`src/rtl/sr_drv_pkg.sv`:
```
// Shared types and S/R excitation encodings for the SR pattern driver.
package sr_drv_pkg;

   typedef enum logic [1:0] {
      IDLE  = 2'd0,
      DRIVE = 2'd1,
      CHECK = 2'd2,
      DONE  = 2'd3
   } state_t;

   // {S,R} excitation codes; S=R=1 has no code on purpose
   localparam logic [1:0] EXC_HOLD = 2'b00;
   localparam logic [1:0] EXC_SET  = 2'b10;
   localparam logic [1:0] EXC_RST  = 2'b01;

endpackage : sr_drv_pkg

```
`src/rtl/sr_excite.sv`:
```
// Maps (current Q, target bit) to a legal {S,R} excitation.
module sr_excite
   import sr_drv_pkg::*;
(
   input  logic       q,
   input  logic       t,
   input  logic       first,
   input  logic       hold_opt,
   output logic [1:0] sr_c
);

   // First bit is always explicit since Q is unknown; otherwise hold only when allowed and no change
   always_comb begin
      sr_c = EXC_HOLD;
      if (first || (q != t) || !hold_opt) begin
         sr_c = t ? EXC_SET : EXC_RST;
      end
   end

endmodule : sr_excite

```
`src/rtl/sr_pattern_driver.sv`:
```
// Drives an SR flip-flop so its Q follows a requested bit pattern, LSB first,
// and counts bits whose Q feedback did not match the target.
module sr_pattern_driver
   import sr_drv_pkg::*;
#(
   parameter int unsigned WIDTH    = 8,
   parameter int unsigned HOLD_OPT = 1
) (
   input  logic                       clk,
   input  logic                       rst,
   input  logic                       start,
   input  logic [WIDTH-1:0]           pattern,
   input  logic                       Q,
   output logic                       S,
   output logic                       R,
   output logic                       busy,
   output logic                       done,
   output logic [$clog2(WIDTH+1)-1:0] err_count,
   output logic                       err_flag,
   output logic [$clog2(WIDTH)-1:0]   first_err_idx
);

   localparam int unsigned CW = $clog2(WIDTH+1);
   localparam int unsigned IW = $clog2(WIDTH);

   state_t           state_q, state_d;
   logic [WIDTH-1:0] pat_q, pat_d;
   logic [IW-1:0]    idx_q, idx_d;
   logic [CW-1:0]    err_cnt_d;
   logic [IW-1:0]    first_err_d;
   logic [1:0]       sr_d;
   logic             exc_first_c;
   logic             exc_t_c;
   logic [1:0]       exc_sr_c;

   // Excitation source: bit 0 of the live pattern at start, next queued bit after a check
   assign exc_first_c = (state_q == IDLE);
   assign exc_t_c     = exc_first_c ? pattern[0] : pat_q[1];

   sr_excite u_excite (
      .q        (Q),
      .t        (exc_t_c),
      .first    (exc_first_c),
      .hold_opt (HOLD_OPT != 0),
      .sr_c     (exc_sr_c)
   );

   // Next-state, next-excitation and error bookkeeping
   always_comb begin
      state_d     = state_q;
      pat_d       = pat_q;
      idx_d       = idx_q;
      err_cnt_d   = err_count;
      first_err_d = first_err_idx;
      sr_d        = EXC_HOLD;
      case (state_q)
         IDLE: begin
            if (start) begin
               state_d     = DRIVE;
               pat_d       = pattern;
               idx_d       = '0;
               err_cnt_d   = '0;
               first_err_d = '0;
               sr_d        = exc_sr_c;
            end
         end
         DRIVE: begin
            state_d = CHECK;
         end
         CHECK: begin
            if (Q != pat_q[0]) begin
               if (err_count != CW'(WIDTH)) begin
                  err_cnt_d = err_count + CW'(1);
               end
               if (err_count == '0) begin
                  first_err_d = idx_q;
               end
            end
            if (idx_q == IW'(WIDTH-1)) begin
               state_d = DONE;
            end else begin
               state_d = DRIVE;
               idx_d   = idx_q + IW'(1);
               pat_d   = pat_q >> 1;
               sr_d    = exc_sr_c;
            end
         end
         DONE: begin
            state_d = IDLE;
         end
         default: begin
            state_d = IDLE;
         end
      endcase
   end

   // State and registered outputs
   always_ff @(posedge clk or posedge rst) begin
      if (rst) begin
         state_q       <= IDLE;
         pat_q         <= '0;
         idx_q         <= '0;
         err_count     <= '0;
         err_flag      <= 1'b0;
         first_err_idx <= '0;
         S             <= 1'b0;
         R             <= 1'b0;
         busy          <= 1'b0;
         done          <= 1'b0;
      end else begin
         state_q       <= state_d;
         pat_q         <= pat_d;
         idx_q         <= idx_d;
         err_count     <= err_cnt_d;
         err_flag      <= (err_cnt_d != '0);
         first_err_idx <= first_err_d;
         S             <= sr_d[1];
         R             <= sr_d[0];
         busy          <= (state_d == DRIVE) || (state_d == CHECK);
         done          <= (state_d == DONE);
      end
   end

endmodule : sr_pattern_driver

```
`config.mk`:
```
export PLATFORM = sky130hd
export DESIGN_NAME = sr_pattern_driver
export DESIGN_NICKNAME = d
export VERILOG_FILES = /design/src/rtl/sr_drv_pkg.sv /design/src/rtl/sr_excite.sv /design/src/rtl/sr_pattern_driver.sv
export SDC_FILE = /design/constraint.sdc
export NUM_CORES = 1
export LEC_CHECK = 0
export BUFFER_PORTS_ARGS = -buffer_cell sky130_fd_sc_hd__buf_4
export CAP_MARGIN = 20
export CORE_ASPECT_RATIO = 1.25
export CORE_MARGIN = 8
export CORE_UTILIZATION = 47
export DETAILED_ROUTE_END_ITERATION = 16
export GPL_TIMING_DRIVEN = 0
export PLACE_DENSITY = 0.84
export SLEW_MARGIN = 0
export SYNTH_ARGS = -nofsm -noshare
export SYNTH_HDL_FRONTEND = slang
export SYNTH_HIERARCHICAL = 1
export SYNTH_SLANG_ARGS = --single-unit
```
`constraint.sdc`:
```
create_clock -name clk -period 1.8 [get_ports clk]
set_input_delay 0 -clock clk [delete_from_list [all_inputs] [get_ports clk]]
set_output_delay 0 -clock clk [all_outputs]
set_load 0.005 [all_outputs]
```
==> results_tabular.tex <==
\begin{tabular}{lr}
\hline
Metric & Value \\
\hline
\multicolumn{2}{l}{\textbf{Run status}} \\
Outcome & completed \\
\multicolumn{2}{l}{\textbf{Placed design}} \\
Port bufs & 23 \\
Pre-CTS WS & -54.42 ps \\
Post-detailed-placement half-perimeter wirelength & 2003 um \\
Weighted congestion reported at the end of routability-driven placement & 0.8677 \\
\multicolumn{2}{l}{\textbf{Logic synthesis}} \\
Proportion of synthesized chip area in sequential cells & 0.5308 \\
Number of instances in the synthesized netlist & 119 \\
Dominant cell type by area after synthesis & sky130\_fd\_sc\_hd\_\_dfrtp\_1 \\
Count of cell types in the netlist & 25 \\
Synthesis-stage register bit count & 25 \\
Top post-synthesis cells by area & sky130\_fd\_sc\_hd\_\_dfrtp\_1, sky130\_fd\_sc\_hd\_\_nand2\_1, sky130\_fd\_sc\_hd\_\_mux2i\_1 \\
Cell area after technology mapping & 1179 um2 \\
Area share of the largest cell type after synthesis & 0.5308 \\
Synth warnings & 6 \\
Synth Area per Inst & 9.904 um2 \\
\multicolumn{2}{l}{\textbf{Pwr}} \\
Int Pwr & 1.362 mW \\
Clock network fraction of design power & 0.110 \\
Leakage & 0.7817 nW \\
Power density over cell area & 1456 nW/um2 \\
Register share of total power & 0.417 \\
Maximum resistive drop on vdd & 0.0006789 V \\
Switching portion of total power & 0.4012 \\
Total net switching power & 0.9126 mW \\
Part of the total power dissipated in combinational logic & 0.473 \\
\multicolumn{2}{l}{\textbf{Clocking}} \\
Clock-pin transition on the worst setup and hold timing paths & 130 ps \\
Bufs on Longest Clock Path & 2 \\
Clock buffers created by TritonCTS & 3 \\
Clock latency reported for the late side of the worst-skew pair & 320 ps \\
Count of H-tree levels built during CTS & 1 \\
Clk root buf & sky130\_fd\_sc\_hd\_\_clkbuf\_4 \\
Clock tree from TritonCTS & built \\
Clock sink count & 25 \\
\multicolumn{2}{l}{\textbf{Final layout}} \\
Fraction of final layout cells with drive strength greater than 1 & 0.2704 \\
Area delta synth->final & 32.59\% \\
Final net count & 177 \\
Most common cell after layout, fill and taps aside & sky130\_fd\_sc\_hd\_\_buf\_4 \\
Layout fillers & 188 \\
Diode insertion count for antenna repair & 0 \\
Most frequent cells in the layout & sky130\_fd\_sc\_hd\_\_buf\_4, sky130\_fd\_sc\_hd\_\_nand2\_1, sky130\_fd\_sc\_hd\_\_dfrtp\_1, sky130\_fd\_sc\_hd\_\_o21ai\_0 \\
\multicolumn{2}{l}{\textbf{Setup path}} \\
Endpoint class of the critical path & flip-flop \\
Worst Path Required & 2000 ps \\
Signal arrival time at the worst endpoint & 1930 ps \\
Largest fanout on the critical path & 4 \\
Type of the setup path with the least slack & flip-flop to flip-flop \\
Nature of the critical path startpoint & flip-flop \\
\multicolumn{2}{l}{\textbf{Run}} \\
Max-cap violations & 0 \\
\multicolumn{2}{l}{\textbf{Floorplan}} \\
Die H & 71.99 um \\
\# IOs & 24 \\
Effective utilization at floorplan & 0.4906 \\
Die Span X & 60.79 um \\
Core ar. & 2402 um2 \\
Number of placement rows & 20 \\
DIE AREA & 4376 um2 \\
\multicolumn{2}{l}{\textbf{Detailed routing}} \\
Vias & 1021 \\
WL final & 2838 um \\
DR vias/cell & 5.318 \\
Number of design rule violations left after detail routing & 0 \\
Detailed Route Iter0 Violations & 34 \\
Antenna-violating nets left & 0 \\
Post-detailed-route wirelength per cell & 14.78 um \\
Number of optimization iterations in the first detailed-route pass & 4 \\
\multicolumn{2}{l}{\textbf{Global route}} \\
Pin count of the biggest net entering global routing & 26 \\
Antenna violations before repair & 0 \\
First-pass GRT wire length & 4547 um \\
Overall overflow remaining after global route & 0 \\
Overall track demand over capacity in global routing & 0.1341 \\
Number of global-route vias before repair & 989 \\
\multicolumn{2}{l}{\textbf{Timing}} \\
Total Neg Setup Slack & 0 ps \\
Post-route clock period utilization & 0.9623 \\
Setup WS post-layout & 67.84 ps \\
Final worst hold slack & 8.775 ps \\
Clock Skew & 5.332 ps \\
Final Max Tran Viols & 0 \\
Number of hold violations in the final report & 0 \\
RSZ-0062 raised after global routing & true \\
Final setup fails & 0 \\
Worst slew margin relative to its limit & 0.3718 \\
Fmax & 577.3 MHz \\
Final critical delay including setup and external delays & 1732 ps \\
Slew of the pin with the lowest slew margin & 941.2 ps \\
\multicolumn{2}{l}{\textbf{Worst hold path}} \\
Type of the tightest min-delay check & primary input to flip-flop \\
\hline
\end{tabular}
cells by family after synthesis:
group | count (synthesis) | share of synthesized area
and+or+nand+nor | 39 | 0.1497
AOI/OAI and AO/OA | 27 | 0.1316
DFF | 25 | 0.5308
buffers and inverters | 12 | 0.04034
muxes | 9 | 0.07750
adders and majority gates | 5 | 0.05308
other | 1 | 0.003182
xor gates and xnor gates | 1 | 0.01380
per-layer routing:
layer / global-route usage / wire, um / vias up / share of wire
met1: 0.1531 / 1123 / 496 / 0.40
met5: 0 / 0 / - / 0
met4: 0.07273 / 76 / 0 / 0.027
met3: 0.01416 / 131 / 7 / 0.046
li1: - / - / 487 / -
met2: 0.2320 / 1507 / 31 / 0.53
layout make-up:
type                       count  area [um2]  share of cell area
sequential                    25       628.1              0.4019
multi-input combinational     83       533.0              0.3411
timing repair buffer          35       282.8              0.1809
tap                           33       41.29             0.02642
inverter                       8       30.03             0.01922
clock buffer                   3       22.52             0.01441
buffer                         4       20.02             0.01281
clock inverter                 1       5.005            0.003203
metrics by stage:
step,instances,power (mW),utilization,area (um2)
3_3_place_gp,176,1.801,0.5813,1396
2_1_floorplan,120,1.524,-,1182
6_report,192,2.275,0.6505,1563
3_5_place_dp,176,1.875,0.5813,1396
5_1_grt,192,2.421,0.6505,1563
4_1_cts,190,2.176,0.6370,1530
what timing repair did:
item	CTS	global route
endpoints found under the hold margin	32	0
hold buffers	8	0
gates resized for setup	1	10
pin swaps	1	2
setup buffers	2	2
setup endpoints to repair	1	8
critical path: stages, from the launching register on:
cell	delay [ps]
sky130_fd_sc_hd__dfrtp_1	450
sky130_fd_sc_hd__xor2_4	190
sky130_fd_sc_hd__and4_1	220
sky130_fd_sc_hd__and4_1	200
sky130_fd_sc_hd__nor3_1	60
sky130_fd_sc_hd__or4_1	500
sequential cells by signal, summed over array words and instances (netlist names):
register and flops:
first_err_idx 3, state_q 2, err_count 4, idx_q 3, pat_q 8, busy 1, S 1, done 1
err_flag 1, R 1
synth_stat cells, drive strengths merged:
| library cell | instances |
|---|---|
| o31ai | 2 |
| clkbuf | 2 |
| nand2 | 25 |
| o21ai | 13 |
| nor3 | 1 |
| nor2 | 4 |
| inv | 8 |
| or4 | 1 |
| conb | 1 |
| nor2b | 1 |
| and4 | 2 |
| o31a | 1 |
| o211ai | 1 |
| a32o | 1 |
| buf | 2 |
| mux2i | 8 |
| dfrtp | 25 |
| xor2 | 1 |
| nand2b | 2 |
| mux2 | 1 |
| and3 | 2 |
| a21oi | 6 |
| a31oi | 3 |
| nand4 | 1 |
| ha | 5 |
path summary, 6_finish.rpt:
kind	startpoint	to	slack, ps	cells past startpoint
worst max-delay path	pat_q[0]	err_flag	70	5
worst min-delay path	pattern[0]	pat_q[0]	9	3
worst max register to register	pat_q[0]	err_flag	70	5
worst min register to register	pat_q[4]	pat_q[4]	510	2
max in group asynchronous	rst	state_q[1]	740	3
min in group asynchronous	rst	first_err_idx[2]	420	3
power groups by stage:
stage / registers [mW] / logic (mW) / clock network (mW)
2_1_floorplan: 0.910 / 0.615 / 0
3_3_place_gp: 0.920 / 0.882 / 0
3_5_place_dp: 0.940 / 0.935 / 0
4_1_cts: 0.933 / 0.989 / 0.254
5_1_grt: 0.971 / 1.17 / 0.282
6_report: 0.949 / 1.08 / 0.250
No activity file was read; power rests on OpenSTA's default activity.
